### src/rtl/ram_arb_pkg.sv
// ram_arb_pkg: state encoding, port indices and default widths shared by ram_arbiter and ram_arb_pick
package ram_arb_pkg;
  typedef enum logic [1:0] {IDLE, ISSUE, DONE} state_t;
  localparam logic PORT_A = 1'b0;
  localparam logic PORT_B = 1'b1;
  localparam int ADDR_W = 11;
  localparam int DATA_W = 8;
endpackage

### src/rtl/ram_arb_pick.sv
// ram_arb_pick: combinational grant select and next starvation count.
// RAM_ARB_RR_EN defined selects round-robin; otherwise A has fixed priority with a B starvation limit.
module ram_arb_pick import ram_arb_pkg::*; #(
  parameter int STARVE_MAX = 4
) (
  input  logic       i_a_req,
  input  logic       i_b_req,
  input  logic       i_last_winner,
  input  logic [3:0] i_starve_cnt,
  output logic       o_winner,
  output logic [3:0] o_starve_next
);
  logic w_tie_b;
  logic w_unused;
`ifdef RAM_ARB_RR_EN
  assign w_unused = ^{i_starve_cnt, STARVE_MAX[0]};
  assign w_tie_b = (i_last_winner == PORT_A);
  assign o_starve_next = '0;
`else
  assign w_unused = i_last_winner;
  assign w_tie_b = (i_starve_cnt == 4'(STARVE_MAX));
  // any B grant or an absent B request clears the count; an A grant over a waiting B bumps it
  assign o_starve_next = (!i_b_req || o_winner == PORT_B) ? 4'd0 : i_starve_cnt + 4'd1;
`endif
  always_comb o_winner = !i_a_req ? PORT_B : !i_b_req ? PORT_A : w_tie_b ? PORT_B : PORT_A;
endmodule

### src/rtl/ram_arbiter.sv
// ram_arbiter: shares one single-port block RAM between port A (favoured) and port B, one access per 3 cycles.
// Define RAM_ARB_RR_EN for round-robin arbitration instead of fixed A priority.
module ram_arbiter #(
  parameter int ADDR_W     = ram_arb_pkg::ADDR_W,
  parameter int DATA_W     = ram_arb_pkg::DATA_W,
  parameter int STARVE_MAX = 4
) (
  input  logic              clk,
  input  logic              reset_n,
  input  logic              a_req,
  input  logic              a_we,
  input  logic [ADDR_W-1:0] a_addr,
  input  logic [DATA_W-1:0] a_wdata,
  output logic [DATA_W-1:0] a_rdata,
  output logic              a_ack,
  input  logic              b_req,
  input  logic              b_we,
  input  logic [ADDR_W-1:0] b_addr,
  input  logic [DATA_W-1:0] b_wdata,
  output logic [DATA_W-1:0] b_rdata,
  output logic              b_ack,
  output logic              ram_ce,
  output logic              ram_oce,
  output logic              ram_wre,
  output logic [ADDR_W-1:0] ram_ad,
  output logic [DATA_W-1:0] ram_din,
  input  logic [DATA_W-1:0] ram_dout,
  output logic              ram_reset,
  output logic              busy
);
  import ram_arb_pkg::*;
  state_t            r_state;
  state_t            w_next;
  logic              r_winner;
  logic              r_wre;
  logic [ADDR_W-1:0] r_ad;
  logic [DATA_W-1:0] r_din;
  logic [DATA_W-1:0] r_a_rdata;
  logic [DATA_W-1:0] r_b_rdata;
  logic [3:0]        r_starve_cnt;
  logic [3:0]        w_starve_next;
  logic              w_winner;
  logic              w_grant;
  logic              w_rd_done;
  ram_arb_pick #(.STARVE_MAX(STARVE_MAX)) u_pick (
    .i_a_req       (a_req),
    .i_b_req       (b_req),
    .i_last_winner (r_winner),
    .i_starve_cnt  (r_starve_cnt),
    .o_winner      (w_winner),
    .o_starve_next (w_starve_next)
  );
  assign w_grant   = (r_state == IDLE) && (a_req || b_req);
  assign w_rd_done = (r_state == DONE) && !r_wre;
  always_ff @(posedge clk) begin
    if (!reset_n) r_state <= IDLE;
    else r_state <= w_next;
  end
  always_comb w_next = (r_state == IDLE) ? (w_grant ? ISSUE : IDLE) : (r_state == ISSUE) ? DONE : IDLE;
  // r_winner doubles as the last-winner history; resetting it to B lets A take the first round-robin tie
  always_ff @(posedge clk) begin
    if (!reset_n) begin
      r_winner     <= PORT_B;
      r_wre        <= 1'b0;
      r_ad         <= '0;
      r_din        <= '0;
      r_a_rdata    <= '0;
      r_b_rdata    <= '0;
      r_starve_cnt <= '0;
    end else begin
      if (w_grant) begin
        r_winner <= w_winner;
        r_wre    <= w_winner ? b_we : a_we;
        r_ad     <= w_winner ? b_addr : a_addr;
        r_din    <= w_winner ? b_wdata : a_wdata;
      end
      if (r_state == IDLE) r_starve_cnt <= w_starve_next;
      if (w_rd_done && r_winner == PORT_A) r_a_rdata <= ram_dout;
      if (w_rd_done && r_winner == PORT_B) r_b_rdata <= ram_dout;
    end
  end
  // read data bypasses the capture register during DONE so it is valid alongside ack
  always_comb begin
    ram_ce    = (r_state == ISSUE);
    ram_oce   = 1'b1;
    ram_wre   = r_wre;
    ram_ad    = r_ad;
    ram_din   = r_din;
    ram_reset = ~reset_n;
    busy      = (r_state != IDLE);
    a_ack     = (r_state == DONE) && (r_winner == PORT_A);
    b_ack     = (r_state == DONE) && (r_winner == PORT_B);
    a_rdata   = (w_rd_done && r_winner == PORT_A) ? ram_dout : r_a_rdata;
    b_rdata   = (w_rd_done && r_winner == PORT_B) ? ram_dout : r_b_rdata;
  end
endmodule

### config.mk
export PLATFORM = sky130hd
export DESIGN_NAME = ram_arbiter
export DESIGN_NICKNAME = d
export VERILOG_FILES = /design/src/rtl/ram_arb_pkg.sv /design/src/rtl/ram_arb_pick.sv /design/src/rtl/ram_arbiter.sv
export SDC_FILE = /design/constraint.sdc
export NUM_CORES = 1
export LEC_CHECK = 0
export CAP_MARGIN = 10
export CELL_PAD_IN_SITES_DETAIL_PLACEMENT = 1
export CELL_PAD_IN_SITES_GLOBAL_PLACEMENT = 1
export CORE_MARGIN = 2
export CORE_UTILIZATION = 30
export CTS_CLUSTER_SIZE = 28
export DETAILED_ROUTE_END_ITERATION = 10
export GPL_TIMING_DRIVEN = 0
export PLACE_DENSITY = 0.81
export RECOVER_POWER = 25
export SKIP_LAST_GASP = 1
export SLEW_MARGIN = 20
export SYNTH_ARGS = -nofsm -noshare
export SYNTH_HDL_FRONTEND = slang
export SYNTH_SLANG_ARGS = --single-unit
### constraint.sdc
create_clock -name clk -period 1.9 [get_ports clk]
set_input_delay 0.285 -clock clk [delete_from_list [all_inputs] [get_ports clk]]
set_output_delay 0.285 -clock clk [all_outputs]
set_load 0.005 [all_outputs]
## Word-level counts from Yosys, hierarchy flattened

Cells that the tools add are included.

| storage, ports and cells | value |
|---|---|
| register bits | 43 |
| input bits | 52 |
| output and inout bits | 42 |
| logic and storage cells | 38 |

| operators by class | value |
|---|---|
| add/subtract/negate cells | 1 |
| equality and inequality tests | 3 |
| muxes and demuxes | 12 |
| bitwise operators | 2 |
| reduce and logical (&&, ||, !) cells | 12 |

Operators by type and width:

| kind | number |
|---|---|
| 2-to-1 mux 8 bit | 3 |
| 2-to-1 mux 11 bit | 1 |
| logical AND 1 bit | 6 |
| 2-to-1 mux 1 bit | 5 |
| adder 4 x 1 -> 4 bit (second input constant) | 1 |
| == test 4 x 3 -> 1 bit (second input constant) | 1 |
| 2-to-1 mux 2 bit | 2 |
| 2-to-1 mux 4 bit | 1 |
| == test 2 x 1 -> 1 bit (second input constant) | 1 |
| == test 2 bit (second input constant) | 1 |
| logical NOT 1 bit | 2 |
| logical NOT 2 bit | 1 |
| logical OR 1 bit | 2 |
| inverter 1 bit | 2 |
| nonzero test 2 bit | 1 |

## Longest topological paths before layout

Gate-level depths: netlist (run 1).

| depth | value |
|---|---|
| word-level depth | 6 |
| mapped depth | 6 |
| gate-level depth less buffers | 5 |

## By module

Synthesis (run 1) repeated with hierarchy kept, for this count alone.

| second synthesis, totals | value |
|---|---|
| cells, all modules | 194 |
| area, all modules | 1921.8 um^2 |

Modules (own cells, without submodules):

| module | times used | cells each | area an instance (um^2) | seq. area each (um^2) |
|---|---|---|---|---|
| ram_arbiter | 1 | 178 | 1821.7 | 860.8 |
| ram_arb_pick | 1 | 16 | 100.1 | 0.0 |

## Worst setup path before layout (run 1)

No wires, ideal clock.

| timing path | value |
|---|---|
| path type | register -> register |
| from | register r_starve_cnt[0] |
| to | register r_ad[0] (netlist: ram_ad[0]) |
| setup time | 0.122 ns |
| data arrival time | 1.402 ns |
| data required time | 1.778 ns |
| path slack | 0.376 ns |
| cell stages (with the launch flop) | 7 |
| buffers on the path | 1 |
| period minus slack after synthesis | 1.524 ns |
| path through | dfxtp_1 inv_1 ha_1 nand4b_1 clkbuf_1 a21boi_0 o311a_1 |

| on the way | value |
|---|---|
| cells in the longest elaborated chain, start to end | 5 |

RTL lines:

| item | RTL line | text |
|---|---|---|
| start, declared | ram_arbiter.sv:40 | `logic [3:0] r_starve_cnt;` |
| start signal, assigned | ram_arbiter.sv:77 | `if (r_state == IDLE) r_starve_cnt <= w_starve_next;` |
| == test 4 x 3 -> 1 bit | ram_arb_pick.sv:21 | `assign w_tie_b = (i_starve_cnt == 4'(STARVE_MAX));` |
| 2-to-1 mux 1 bit (3 in a row) | ram_arb_pick.sv:25 | `always_comb o_winner = !i_a_req ? PORT_B : !i_b_req ? PORT_A : w_tie_b ? PORT_B : PORT_A;` |
| 2-to-1 mux 11 bit | ram_arbiter.sv:74 | `r_ad <= w_winner ? b_addr : a_addr;` |
| end signal, assigned | ram_arbiter.sv:74 |  |
| end, declared | ram_arbiter.sv:36 | `logic [ADDR_W-1:0] r_ad;` |

No other way between the ends.
A chain may end at the register's enable or synchronous reset.

## Worst setup path after layout (run 1)

| timing path | value |
|---|---|
| from | register r_state[0] |
| to | output port a_rdata[6] |

| on the way | value |
|---|---|
| cells in the longest elaborated chain, start to end | 4 |

RTL lines:

| item | RTL line | text |
|---|---|---|
| start, declared | ram_arbiter.sv:32 | `state_t r_state;` |
| start signal, assigned | ram_arbiter.sv:57 | `else r_state <= w_next;` |
| == test 2 bit | ram_arbiter.sv:54 | `assign w_rd_done = (r_state == DONE) && !r_wre;` |
| logical AND 1 bit | ram_arbiter.sv:54 |  |
| logical AND 1 bit | ram_arbiter.sv:93 | `a_rdata = (w_rd_done && r_winner == PORT_A) ? ram_dout : r_a_rdata;` |
| 2-to-1 mux 8 bit | n/a |  |
| end, declared | ram_arbiter.sv:14 | `output logic [DATA_W-1:0] a_rdata,` |

No other way between the ends.

==> results of run 1 <==
[worst max-delay path, stage by stage (launching register included)]
cell and delay (ns):
dfxtp_4 0.38, nor4b_4 0.32, buf_12 0.16, buf_8 0.11
mux2_4 0.31, buf_6 0.12
[power by group through the flow]
stage / clock network, uW / registers (uW) / logic, uW
2_1_floorplan: 0 / 1020 / 222
3_3_place_gp: 0 / 1020 / 516
3_5_place_dp: 0 / 1020 / 526
4_1_cts: 725 / 1010 / 570
5_1_grt: 767 / 1010 / 647
6_report: 712 / 1010 / 601
[how the worst min path moves through the flow]
stage                                       startpoint                      endpoint  slack, ns
after global routing                           reset_n         r_state[1]$_SDFF_PP0_       0.43
after floorplan           r_starve_cnt[1]$_SDFFE_PN0P_  r_starve_cnt[1]$_SDFFE_PN0P_       0.46
final                                          reset_n         r_state[1]$_SDFF_PP0_       0.40
after global placement    r_starve_cnt[1]$_SDFFE_PN0P_  r_starve_cnt[1]$_SDFFE_PN0P_       0.48
after CTS                                      reset_n         r_state[1]$_SDFF_PP0_       0.37
after detailed placement  r_starve_cnt[1]$_SDFFE_PN0P_  r_starve_cnt[1]$_SDFFE_PN0P_       0.49
[layout by cell type (no fill, tap or decap), types with 2 or more instances in the layout]
cell type        Yosys  final
clkbuf_2             0      4
a31oi_1              2      2
clkbuf_1            16     13
buf_6                0     23
nor2_1               2      2
o311a_1             20     20
a21oi_1              2      2
nand4b_1             4      4
nand2_1              4      4
and3_1              20     20
dlymetal6s2s_1       0      2
clkdlybuf4s50_1      0     73
inv_1                3      3
dfxtp_1             43     39
a21boi_0            20     20
buf_4                1     14
mux2_4               0     15
o21bai_1            20     20
and2_1              18     18
nand4_1              2      2
dfxtp_4              0      3
clkbuf_8             0      5
ha_1                 2      2
nand3_1              2      2
[logic make-up (layout without fill, tap and decap cells)]
family,count (synthesis),after routing,share of synthesized area
AOI/OAI and AO/OA,67,67,0.258
adders and majority gates,2,2,0.0119
muxes,16,16,0.0855
and+or+nand+nor,60,60,0.186
other,1,1,0.00178
DFF,43,43,0.408
buffers and inverters,25,142,0.0481
[state kept, by name, summed over array words and instances, names as in the netlist]
| name | flops |
|---|---|
| ram_din | 8 |
| r_state | 2 |
| r_starve_cnt | 4 |
| r_b_rdata | 8 |
| r_a_rdata | 8 |
| ram_ad | 11 |
| ram_wre | 1 |
| r_winner | 1 |
[metrics by stage]
step / cell area, um2 / TNS [ns]
after floorplan: 2110 / 0
after global placement: 3140 / -5.97
after detailed placement: 3140 / -6.46
after CTS: 3470 / -0.702
after global routing: 3560 / -2.58
final: 3560 / -0.827
[routing by layer]
layer  vias up  global-route usage  part of all wire
li1       1023                   -                 -
met1      1051               0.221              0.42
met4         0              0.0503            0.0098
met3         7              0.0434             0.057
met2        66               0.346              0.51
met5         -                   0                 0
[layout make-up]
cell class / count / area [um2] / share of cell area
clock inverter: 1 / 30.0 / 0.00843
tap: 96 / 120 / 0.0337
inverter: 4 / 20.0 / 0.00562
sequential: 43 / 873 / 0.245
timing repair buffer: 110 / 1110 / 0.313
multi-input combinational: 146 / 1220 / 0.343
clock buffer: 6 / 72.6 / 0.0204
buffer: 21 / 109 / 0.0306
[repair_timing]
item | 4_1_cts | 5_1_grt
pin swaps | 3 | 2
setup endpoints to repair | 17 | 40
resized for setup | 109 | 25
endpoints found under the hold margin | 0 | 0
cloned | 0 | 0
buffers inserted | 13 | 6
==> results_dict.tcl, run 1 <==
set metrics [dict create \
    clock_path_buffers 2 \
    antenna_found_initial 0 \
    synthCells 214 \
    yosysMostFrequentCell "dfxtp_1" \
    netlist_area_um2 2110 \
    syn-num-nets 268 \
    worst_hold_slack_ns 0.399 \
    yosysWarnings 0 \
    critPathLaunch "r_state[0]$_SDFF_PN0_" \
    synth_flop_cell "dfxtp_1" \
    hold_depth 2 \
    vias 2147 \
    synth_edf_count 0 \
    antenna_cells 0 \
    areaGrowthSynthToFinish_pct 69.0 \
    grt_max_degree 13 \
    syn_area_per_cell_um2 9.85 \
    cp-endpoint "a_rdata[6]" \
    grt_pass1_wl_um 11300 \
    wirelength_um 7480 \
    fmax_mhz 501 \
    hold_violations 0 \
    netlist.area_leader.share 0.408 \
    synthTopCellsByCount "dfxtp_1, a21boi_0, and3_1, o21bai_1, o311a_1" \
    crit_fanout 6 \
    dp_hpwl_um 4920 \
    setup_viol 13 \
    htree_num_levels 2 \
    slew_viol_final 0 \
    peakVddDrop_mv 0.305 \
    clk_latency_ns 0.30 \
    hold_buffers 0 \
    dr.pass1.iters 4 \
    worstSetupStartpointType "register" \
    pwr-share-comb 0.259 \
    power.density_nw_per_um2 651 \
    cp.required_ns 1.62 \
    synth_top_area_cell "dfxtp_1" \
    pwr-share-seq 0.434 \
    numCtsBuffers 5 \
    period_minus_slack_ns 2.00 \
    p_total_uw 2320 \
    p_clk_frac 0.307 \
    grtUsageTotal 0.189 \
    hold_class "in -> reg" \
    dp.cells 401 \
    violations "setup timing" \
    fin_util 0.524 \
    via_per_inst 5.03 \
    end_kind "primary output" \
    grt_pass1_vias 2259 \
    skew_ns 0.00844 \
    core_um2 6790 \
    ys_types 34 \
    reg2regPathDepth 8 \
    overflow 0 \
    cp.arrival_ns 1.71 \
    fill_cells 760 \
    ant_nets 0 \
    ys_ff_latch 43 \
    die_y_um 87.8 \
    nNetsFinal 385 \
    first_iter_violations 61 \
    rows 30 \
    cts_root_buffer "clkbuf_8" \
    p_sw_uw 590 \
    grt_setup_unrepaired "true" \
    outcome "finished with violations" \
    cellInternalPower_uw 1730 \
    layout_setup_ws_ns -0.0953 \
    dieArea_um2 7710 \
    clk_pin_slew_ns 0.09 \
    yosys-top-cells-area "dfxtp_1, o311a_1, mux2_2" \
    dieWidth_um 87.8 \
    regToRegEndpoint "ram_din[4]$_SDFFE_PN0P_" \
    p_sw_frac 0.254 \
    portBuffers 91 \
    num_io_pins 94 \
    r2r-start "r_state[0]$_SDFF_PN0_" \
    leakage_uw 0.00152 \
    rrSetupSlack_ns 0.01 \
    post-route-drc-count 0 \
    cts_tree "yes" \
    criticalPathCategory "reg -> out" \
    place.gp.congestion 0.735 \
    maxCapViolCount 0 \
    pre_cts_slack_ns -0.287 \
    routedWlPerCell_um 17.5 \
    cts.sinks 43 \
    async_flop_share 0 \
    final_cells 427 \
    start_util 0.310 \
    seq_area_frac_synth 0.408 \
    drive_gt1_frac 0.221 \
    post-route-period-util 1.05 \
]
No activity file was read; power rests on OpenSTA's default activity.
==> run 2: changes to the inputs <==
--- a/config.mk
+++ b/config.mk
@@ -13,4 +13,5 @@
 export CTS_CLUSTER_SIZE = 28
 export DETAILED_ROUTE_END_ITERATION = 10
+export GPL_ROUTABILITY_DRIVEN = 0
 export GPL_TIMING_DRIVEN = 0
 export PLACE_DENSITY = 0.81
==> constraint.sdc (replaced) <==
create_clock -name clk -period 1.9 [get_ports clk]
set_input_delay 0.19 -clock clk [delete_from_list [all_inputs] [get_ports clk]]
set_output_delay 0.19 -clock clk [all_outputs]
set_load 0.005 [all_outputs]
==> results_dict.tcl, run 2 (same netlist as run 1, synthesis figures left out) <==
set metrics [dict create \
    p_clk_frac 0.313 \
    dieWidth_um 87.8 \
    grt_pass1_wl_um 11000 \
    antenna_found_initial 0 \
    layout_common_cells "clkdlybuf4s50_1, dfxtp_1" \
    relSlewSlack 0.642 \
    rrSetupSlack_ns 0.10 \
    numCtsBuffers 5 \
    cts_root_buffer "clkbuf_8" \
    hold_violations 0 \
    place_area_um2 3140 \
    crit_fanout 6 \
    grt_pass1_vias 2208 \
    hold_depth 2 \
    num_io_pins 94 \
    r2r-start "r_state[0]$_SDFF_PN0_" \
    worst_hold_slack_ns 0.289 \
    pwr-share-comb 0.251 \
    period_minus_slack_ns 1.90 \
    path_cells "nor4b_4 > buf_12 > buf_8 > mux2_4 > buf_6" \
    clk_pin_slew_ns 0.09 \
    die_y_um 87.8 \
    worst_path_largest_cell_delay_ns 0.38 \
    criticalPathCategory "reg -> out" \
    hold_buffers 0 \
    hold_path_startpoint "reset_n" \
    dp_hpwl_um 4920 \
    leakage_uw 0.00147 \
    reg2regPathDepth 5 \
    grt_setup_unrepaired "true" \
    ant_nets 0 \
    pwr-share-seq 0.436 \
    post-route-drc-count 0 \
    rows 30 \
    cp.arrival_ns 1.71 \
    cp_top_family "buffers and inverters" \
    grtUsageTotal 0.183 \
    htree_num_levels 2 \
    slew_viol_final 0 \
    dieArea_um2 7710 \
    vias 2147 \
    cts_tree "yes" \
    end_kind "primary output" \
    first_iter_violations 48 \
    p_sw_frac 0.258 \
    maxCapViolCount 0 \
    cellInternalPower_uw 1710 \
    start_util 0.310 \
    p_total_uw 2300 \
    hold_class "in -> reg" \
    cp.required_ns 1.71 \
    fmax_mhz 527 \
    core_um2 6790 \
    final_area_um2 3500 \
    clock_path_buffers 2 \
    overflow 0 \
    crit_slowest_cell "dfxtp_4" \
    max_slew.worst_pin.slew_ns 0.537 \
    drive_gt1_frac 0.213 \
    cts.sinks 43 \
    post-route-period-util 0.999 \
    largest_register_ffs 11 \
    via_per_inst 5.05 \
    grt_max_degree 13 \
    critPathBufInv 3 \
    outcome "complete, no violations" \
    p_sw_uw 594 \
    mostFrequentLayoutCell "clkdlybuf4s50_1" \
    antenna_cells 0 \
    setup_viol 0 \
    peakVddDrop_mv 0.305 \
    clk_latency_ns 0.30 \
    worstSetupStartpointType "register" \
    regToRegEndpoint "ram_din[4]$_SDFFE_PN0P_" \
    portBuffers 91 \
    power.density_nw_per_um2 658 \
    dr.pass1.iters 5 \
    wirelength_um 7440 \
    holdPathEnd "r_state[1]$_SDFF_PP0_" \
    areaGrowthSynthToFinish_pct 66.1 \
    routedWlPerCell_um 17.5 \
    skew_ns 0.0122 \
    nNetsFinal 383 \
]
==> run 2: metrics by stage <==
stage | worst slack, ns | TNS (ns) | util | std cells
2_1_floorplan | 0.376 | 0 | - | 214
3_3_place_gp | -0.171 | -2.60 | 0.462 | 401
3_5_place_dp | -0.192 | -3.09 | 0.462 | 401
4_1_cts | -0.0502 | -0.135 | 0.492 | 419
5_1_grt | -0.0731 | -0.681 | 0.515 | 425
6_report | 0.00203 | 0 | 0.515 | 425
==> run 2: layer usage <==
metal	routed length, um	track usage
met5	0	0
met4	74	0.0531
met3	351	0.0377
met2	3730	0.321
met1	3290	0.226
==> run 2: worst max-delay path by stage <==
stage / start / to / slack, ns / cells past startpoint
after floorplan: r_starve_cnt[0]$_SDFFE_PN0P_ / ram_ad[0]$_SDFFE_PN0P_ / 0.38 / 6
after detailed placement: r_state[1]$_SDFF_PP0_ / a_rdata[5] / -0.19 / 3
after global placement: r_state[1]$_SDFF_PP0_ / a_rdata[6] / -0.17 / 3
final: r_state[0]$_SDFF_PN0_ / a_rdata[3] / 0.002 / 5
after CTS: r_winner$_SDFFE_PN1P_ / b_rdata[0] / -0.05 / 5
after global routing: r_state[0]$_SDFF_PN0_ / a_rdata[6] / -0.07 / 5
==> run 2: power by group through the flow <==
stage | Sequential [uW] | Combinational, uW | Clock [uW]
floorplan | 1020 | 222 | 0
global placement | 1020 | 516 | 0
detailed placement | 1020 | 526 | 0
CTS | 1010 | 545 | 725
global route | 1010 | 623 | 769
finish | 1000 | 579 | 720
==> run 2: area by class of cell <==
| type | instances | area, um2 |
|---|---|---|
| inverter | 4 | 20.0 |
| tap | 96 | 120 |
| sequential | 43 | 873 |
| fill | 759 | 3290 |
| clock buffer | 6 | 72.6 |
| buffer | 20 | 91.3 |
| clock inverter | 1 | 30.0 |
| multi-input combinational | 146 | 1220 |
| timing repair buffer | 109 | 1070 |
==> run 2: timing repair <==
action | 4_1_cts | 5_1_grt
setup endpoints to repair | 17 | 38
gates resized for setup | 68 | 43
pin swaps | 2 | 2
hold endpoints to repair | 0 | 0
setup buffers | 11 | 7
==> run 3: changes to the inputs <==
CTS_CLUSTER_DIAMETER = 120   (was default)
==> results of run 3 <==
The final DEF is identical to that of run 2; final timing and power are the same.
